### src/rtl/store_buffer.sv
// Posted-write store buffer between the MEM stage and data memory: in-order drain over
// a req/ack port, store-to-load forwarding from the youngest matching entry, FENCE drain.
module store_buffer #(
    parameter int unsigned DEPTH = 4,
    parameter int unsigned XLEN  = 32
) (
    input  logic                     clk,
    input  logic                     reset,
    input  logic                     st_valid,
    input  logic [XLEN-1:0]          st_addr,
    input  logic [XLEN-1:0]          st_data,
    input  logic [3:0]               st_be,
    output logic                     st_stall,
    input  logic                     ld_valid,
    input  logic [XLEN-1:0]          ld_addr,
    input  logic [3:0]               ld_be,
    output logic                     ld_hit,
    output logic [XLEN-1:0]          ld_data,
    output logic                     ld_conflict,
    input  logic                     fence_req,
    output logic                     fence_done,
    output logic                     mem_req,
    output logic [XLEN-1:0]          mem_addr,
    output logic [XLEN-1:0]          mem_wdata,
    output logic [3:0]               mem_be,
    input  logic                     mem_ack,
    output logic [$clog2(DEPTH):0]   count
);

    localparam int unsigned PW = $clog2(DEPTH);

    localparam logic [0:0] ST_RUN   = 1'b0;
    localparam logic [0:0] ST_FENCE = 1'b1;

    logic [DEPTH-1:0] ent_valid_q;
    logic [XLEN-3:0]  ent_addr_q [DEPTH];
    logic [XLEN-1:0]  ent_data_q [DEPTH];
    logic [3:0]       ent_be_q   [DEPTH];
    logic [PW-1:0]    head_q, tail_q;
    logic [PW:0]      count_q;
    logic [0:0]       state_q, state_d;

    logic enq, deq;
    logic ld_match;
    logic [3:0]      young_be;
    logic [XLEN-1:0] young_data;
    logic [PW-1:0]   scan_idx;

    // Byte offsets never matter: lookups and memory writes are word granular.
    logic unused_lsbs;
    assign unused_lsbs = ^{st_addr[1:0], ld_addr[1:0]};

    // Stall is a function of registered state only; a same-cycle ack does not free a slot.
    assign st_stall = st_valid && ((count_q == (PW+1)'(DEPTH)) || (state_q == ST_FENCE));
    assign enq      = st_valid && !st_stall;
    assign mem_req  = (count_q != '0);
    assign deq      = mem_req && mem_ack;

    assign mem_addr  = mem_req ? {ent_addr_q[head_q], 2'b00} : '0;
    assign mem_wdata = mem_req ? ent_data_q[head_q] : '0;
    assign mem_be    = mem_req ? ent_be_q[head_q] : '0;
    assign count     = count_q;

    // Walk oldest to youngest so the last match seen is the youngest.
    always_comb begin
        ld_match   = 1'b0;
        young_be   = '0;
        young_data = '0;
        scan_idx   = '0;
        for (int i = 0; i < DEPTH; i++) begin
            scan_idx = head_q + PW'(i);
            if (ent_valid_q[scan_idx] &&
                (ent_addr_q[scan_idx] == ld_addr[XLEN-1:2]) &&
                ((ent_be_q[scan_idx] & ld_be) != 4'b0000)) begin
                ld_match   = 1'b1;
                young_be   = ent_be_q[scan_idx];
                young_data = ent_data_q[scan_idx];
            end
        end
    end

    assign ld_hit      = ld_valid && ld_match && ((young_be & ld_be) == ld_be);
    assign ld_conflict = ld_valid && ld_match && !ld_hit;
    assign ld_data     = (ld_valid && ld_match) ? young_data : '0;

    assign fence_done = (state_q == ST_FENCE) && (count_q == '0);

    always_comb begin
        state_d = state_q;
        case (state_q)
            ST_RUN:   if (fence_req) state_d = ST_FENCE;
            ST_FENCE: if (count_q == '0) state_d = ST_RUN;
            default:  state_d = ST_RUN;
        endcase
    end

    always_ff @(posedge clk or negedge reset) begin
        if (!reset) begin
            ent_valid_q <= '0;
            for (int i = 0; i < DEPTH; i++) begin
                ent_addr_q[i] <= '0;
                ent_data_q[i] <= '0;
                ent_be_q[i]   <= '0;
            end
            head_q  <= '0;
            tail_q  <= '0;
            count_q <= '0;
            state_q <= ST_RUN;
        end else begin
            // Enqueue and dequeue never target the same slot: full blocks enqueue.
            if (deq) begin
                ent_valid_q[head_q] <= 1'b0;
                head_q              <= head_q + PW'(1);
            end
            if (enq) begin
                ent_valid_q[tail_q] <= 1'b1;
                ent_addr_q[tail_q]  <= st_addr[XLEN-1:2];
                ent_data_q[tail_q]  <= st_data;
                ent_be_q[tail_q]    <= st_be;
                tail_q              <= tail_q + PW'(1);
            end
            case ({enq, deq})
                2'b10:   count_q <= count_q + (PW+1)'(1);
                2'b01:   count_q <= count_q - (PW+1)'(1);
                default: count_q <= count_q;
            endcase
            state_q <= state_d;
        end
    end

endmodule

### config.mk
export PLATFORM = sky130hd
export DESIGN_NAME = store_buffer
export DESIGN_NICKNAME = d
export VERILOG_FILES = /design/src/rtl/store_buffer.sv
export SDC_FILE = /design/constraint.sdc
export NUM_CORES = 1
export LEC_CHECK = 0
export BUFFER_PORTS_ARGS = -buffer_cell sky130_fd_sc_hd__buf_2
export CORE_MARGIN = 2
export CORE_UTILIZATION = 30
export CTS_CLUSTER_SIZE = 28
export DETAILED_ROUTE_END_ITERATION = 8
export PLACE_DENSITY = 0.56
export SYNTH_ARGS = -nofsm -noshare
export SYNTH_HDL_FRONTEND = slang
export SYNTH_SLANG_ARGS = --single-unit
### constraint.sdc
create_clock -name clk -period 7.8 [get_ports clk]
set_input_delay 1.17 -clock clk [delete_from_list [all_inputs] [get_ports clk]]
set_output_delay 1.17 -clock clk [all_outputs]
set_load 0.05 [all_outputs]
[After elaboration in Yosys (flattened, before gate mapping)]
Index checks and enable logic that the tools add are counted.
Word-level totals
  output and inout port bits: 108
  input port bits: 110
  bits in registers: 276
  word-level logic and storage cells: 165
Operators by class
  add/sub/neg operators: 6
  muxes and demuxes: 79
  reduce and logical (&&, ||, !) cells: 28
  $lt $le $gt $ge: 13
  equal/unequal tests: 8
  bitwise logic cells: 14
Operators with widths (number)
  $mux W32: 16
  $mux W30: 9
  $bmux W32 S2: 4
  $bmux W30 S2: 4
  $bwmux W128: 1
  $bwmux W120: 1
  $eq A30 B30 Y1: 4
  $demux W32 S2: 1
  $mux W4: 16
  $demux W30 S2: 1
  $bmux W4 S2: 4
  $and A4 B4 Y4: 6
  $logic_and A1 B1 Y1: 18
  $bwmux W16: 1
  $reduce_bool A4 Y1: 4
  $ge A3 B3 Y1 const B: 5
  $lt A2 B3 Y1 const B: 5
  $not A2 Y3: 5
  $mux W1: 12
  $bmux W1 S2: 4
  $demux W4 S2: 1
  $pmux W3 S2: 1
  $add A2 B1 Y2 const B: 2
  $add A2 B2 Y2 const B: 2
  18 further kinds: 21

[Logic depth before layout (Yosys ltp)]
  depth after elaboration: 16
  gate-level depth with buffers: 22
  depth with buffers taken out: 11

[Least setup slack after synthesis]
Ideal clock, no wire load.
  path type: flip-flop to output port
  start: register head_q[1]
  end: output port ld_conflict
  required time: 6.630 ns
  cell stages (with the launch flop): 21
  buffers on the path: 9
  arrival time: 5.654 ns
  setup slack: 0.976 ns
  path through: dfrtp_1 > inv_1 > clkbuf_1 > buf_1 > clkbuf_1 > clkbuf_1 > clkbuf_1 > ha_1 > buf_4 > buf_4 > buf_4 > buf_2 > mux2i_1 > mux2i_1 > nand4_1 > a2111oi_1 > nand3_1 > o2111ai_1 > a311oi_1 > nand3b_1 > a31oi_1
Between the ends
  cells in the longest elaborated chain, start to end: 16
  elaborated cells on any way between the ends: 73
  those cells by class: add/sub (3); eq/ne (5); mux (40); bitwise (9); reduce/logical (16)
RTL lines
  from (decl): RTL line 39  | logic [PW-1:0] head_q, tail_q;
  from (signal assigned): RTL line 113  | head_q <= head_q + PW'(1);
  $add A2 B1 Y2 or $not A2 Y3 (tied branches)
  $not A2 Y3 (implied by the code), or another cell as far along: RTL line 73, 74, 76
  $bmux W30 S2, or another cell as far along: RTL line 73  | (ent_addr_q[scan_idx] == ld_addr[XLEN-1:2]) &&
  $mux W30 (implied by the code) or $mux W4 (tied branches): RTL line 73, 74, 76
  $mux W30 (implied by the code), or another cell as far along: RTL line 73
  $eq A30 B30 Y1, or another cell as far along: RTL line 73
  $logic_and A1 B1 Y1, or another cell as far along: RTL line 72  | if (ent_valid_q[scan_idx] &&
  $logic_and A1 B1 Y1 or $mux W4 (tied branches): RTL line 73, 72
  $mux W4 (3 in series): RTL line 72
  $and A4 B4 Y4: RTL line 82  | assign ld_hit = ld_valid && ld_match && ((young_be & ld_be) == ld_be);
  $eq A4 B4 Y1: RTL line 82
  $logic_and A1 B1 Y1: RTL line 82
  $logic_not A1 Y1: RTL line 83  | assign ld_conflict = ld_valid && ld_match && !ld_hit;
  $logic_and A1 B1 Y1 (*): RTL line 83
  to (decl): RTL line 19  | output logic ld_conflict,
Every way passes the cells marked *; elsewhere a longest branch is shown, timed or not. The select of a mux whose other input is x is not followed.

[Worst setup path after layout]
  start: register head_q[0]
  end: output port ld_data[27]
Between the ends
  elaborated cells on any way between the ends: 81
  those cells by class: add/sub (3); eq/ne (4); mux (53); bitwise (8); reduce/logical (13)
RTL lines
  $add A2 B2 Y2 (*): RTL line 71  | scan_idx = head_q + PW'(i);
  named net scan_idx[0]: RTL line 47  | logic [PW-1:0] scan_idx;
  $not A2 Y3 (implied by the code): RTL line 73, 74, 77
  $bmux W30 S2 or $bmux W4 S2 (tied branches): RTL line 73, 74
  $mux W30 (implied by the code) or $mux W4 (tied branches) (2 in series): RTL line 73, 74
  $eq A30 B30 Y1 or $and A4 B4 Y4 (tied branches): RTL line 73, 74
  $logic_and A1 B1 Y1 or $reduce_bool A4 Y1 (tied branches): RTL line 72, 74
  $logic_and A1 B1 Y1: RTL line 73
  $mux W1: RTL line 72
  $logic_and A1 B1 Y1: RTL line 84  | assign ld_data = (ld_valid && ld_match) ? young_data : '0;
  $mux W32 (*): RTL line 84
  to (decl): RTL line 18  | output logic [XLEN-1:0] ld_data,
The timed path passes the listed nets; every way through them passes the cells marked *. The select of a mux whose other input is x is not followed.

==> summary.md <==
| Metric | Value |
|---|---|
| Outcome | `finished clean` |
| Clock Skew | `0.0241 ns` |
| Synth Warn # | `0` |
| Final core occ | `34.6%` |
| Worst-path clk slew | `0.06 ns` |
| Top Ports | `218` |
| CTS resizes | `0` |
| First-pass GRT wire length | `107000 um` |
| Worst hold path type | `reg2reg` |
| Syn avg cell area | `11.3 um2` |
| Number of clock sinks | `276` |
| Crit Path Class | `reg2out` |
| DR iter-0 viols | `1376` |
| Worst R2R Start | `count[0]` |
| Commonest non-fill, non-tap cell in the layout | `mux2_2` |
| Largest net degree at the start of global routing | `81` |
| Netlist Area Pre-Place | `20800 um2` |
| Fin crit period | `7.43 ns` |
| Core footprint | `68600 um2` |
| CTS root buf | `clkbuf_16` |
| Ys async rst share | `100%` |
| Clk_lat worst skew | `0.55 ns` |
| Dpl cell area | `22600 um2` |
| Total power | `12.9 mW` |
| Synth cell types | `74` |
| Kind of end point of the critical path | `primary output` |
| Peak VDD IR | `0.547 mV` |
| Max cap viols | `0` |
| Syn Inst Count | `1842` |
| Gr usage total | `19.6%` |
| HPWL after DPL | `46500 um` |
| Kind of start point of the critical path | `register` |
| Fillers | `6823` |
| Power Dens Cells | `545 nW/um2` |
| Drc violations | `0` |
| Total gr overflow | `0` |
| Least-Margin Pin Slew | `1.06 ns` |
| DR vias/cell | `5.69` |
| H-Tree Depth | `2` |
| Setup tns final | `0 ns` |
| NumNets Final | `2066` |
| DIE AREA | `71400 um2` |
| Cts bufs inserted | `36` |
| Leakage | `9.89 nW` |
| Fin crit share | `95.3%` |
| CTS tree | `yes` |
| Worst setup startpoint | `head_q[0]` |
| Die Ht | `267 um` |
| Sequential fraction of the synthesis area | `33.2%` |
| Fmax | `0.135 GHz` |
| Design area | `23700 um2` |
| Routed WL | `70800 um` |
| Row count | `96` |
| Total number of vias | `16600` |
| Layout cell share with drive strength beyond 1 | `39.7%` |
| Flops & latches, synth | `276` |
| Fin Hold WS | `0.514 ns` |
| Post-synth EDFFs | `0` |
| Max-slew headroom | `29.6%` |
| Worst EP arrival | `6.26 ns` |
| Req. time, crit path | `6.63 ns` |
| Worst hold start | `state_q` |
| Vias in the first global route | `17000` |
| Pre-antenna DRT Iters | `6` |
| Routability cong. | `0.923` |
| Routed len/inst | `24.3 um` |
| Fin. Hold Viols | `0` |
| Fin. max-slew vios | `0` |
| Initial antenna violation count | `16` |
| Number of port buffers | `211` |
| Die width | `267 um` |
| CTS max path bufs | `3` |
| ANT nets after route | `0` |
| Final setup vio count | `0` |
| Starting Density | `30.3%` |
| Crit path max fanout | `65` |
| Unrepaired setup endpoints after global routing | `no` |
| Synth Flop Type | `dfrtp_1` |
| Area delta synth->final | `14.2%` |
| Post-CTS Setup Bufs | `0` |
| # hold bufs at CTS | `0` |
| Most frequent cells in the layout | `313 x mux2_2, 274 x dfrtp_1, 210 x buf_2` |
## metrics by stage
step / worst slack (ns) / std cells
final: 0.370 / 2909
after global placement: 1.17 / 2839
after detailed placement: 1.07 / 2839
after floorplan: 0.976 / 1843
after global routing: 0.148 / 2908
after CTS: 0.473 / 2901
## routing by layer
layer / vias up / GRT usage (%) / routed length (um)
met5: - / 0 / 71
met1: 8578 / 25.7 / 29800
li1: 7188 / - / -
met2: 622 / 31.7 / 33700
met3: 163 / 3.46 / 4720
met4: 12 / 8.28 / 2560
## critical path: stages (launching register included)
cell,delay [ns]
dfrtp_4,0.84
inv_2,0.29
ha_4,0.62
buf_12,0.35
mux4_2,0.36
xnor2_1,0.25
nand4_1,0.25
nor4_1,0.72
and3_2,0.46
buf_4,0.64
a21oi_1,0.15
a22oi_1,0.26
nor2_1,0.12
buf_2,0.26
## sequential cells by signal (all words and copies together) (netlist names)
register / count
ent_data_q: 128
head_q: 2
tail_q: 2
ent_addr_q: 120
ent_valid_q: 4
state_q: 1
ent_be_q: 16
count: 3
## cell type report
type                    instances  area, um2  area share [%]
diodes                          8       20.0          0.0843
well taps                     931       1160            4.91
multi-input cells            1371      13100            55.1
repair buffers                243       1330            5.61
flip-flops and latches        276       6910            29.1
clock inverters                10       97.6           0.411
inverters                      18       68.8           0.290
clock buffers                  52       1060            4.47
## synthesized netlist by cell type (all sizes together), types with 4 or more instances
cell type	instances	area (um2)
nor2	95	359
nor4	7	50.1
nand2	93	349
a22o	4	35.0
nor3	40	200
and3	11	68.8
buf	70	400
xor2	32	280
dfrtp	276	6910
a211oi	8	60.1
a2111oi	4	42.5
nand3	9	45.0
a21oi	79	395
a221oi	4	35.0
inv	18	67.6
a2bb2oi	4	35.0
nand4	20	125
clkbuf	108	408
or4	4	30.0
a31oi	4	25.0
a32oi	33	289
mux2i	122	1220
and2	53	332
xnor2	87	762
mux4	149	3360
o21ai	78	390
mux2	314	3540
ha	9	113
nand2b	6	37.5
a22oi	34	255
o22ai	10	62.6
o2bb2ai	5	43.8
nor2b	5	31.3
## where the power goes
part	switching (mW)	internal, mW	total, mW
Clock	0.682	0.979	1.66
Sequential	0.849	2.15	3.00
Combinational	4.63	3.64	8.27
## worst paths after layout
path / depth (start not counted) / to / slack (ns)
min: 2 / state_q / 0.51
max reg2reg: 11 / count[2] / 4.40
min in group asynchronous: 1 / ent_addr_q[40] / 0.55
max: 13 / ld_data[27] / 0.37
max in group asynchronous: 2 / head_q[1] / 5.84
min reg2reg: 2 / state_q / 0.51
## logic make-up (layout without fill, tap and decap cells)
family,count (synthesis),in the layout,share of synthesized area [%]
buf+inv,196,323,4.21
flops,276,276,33.2
fa+ha+maj,10,10,0.638
mux,585,585,39.1
compound gates,298,298,9.42
other cells,1,10,0.0180
simple gates,357,357,8.40
xor+xnor,119,119,5.02
Note: power is estimated with default switching activity, not from simulation.
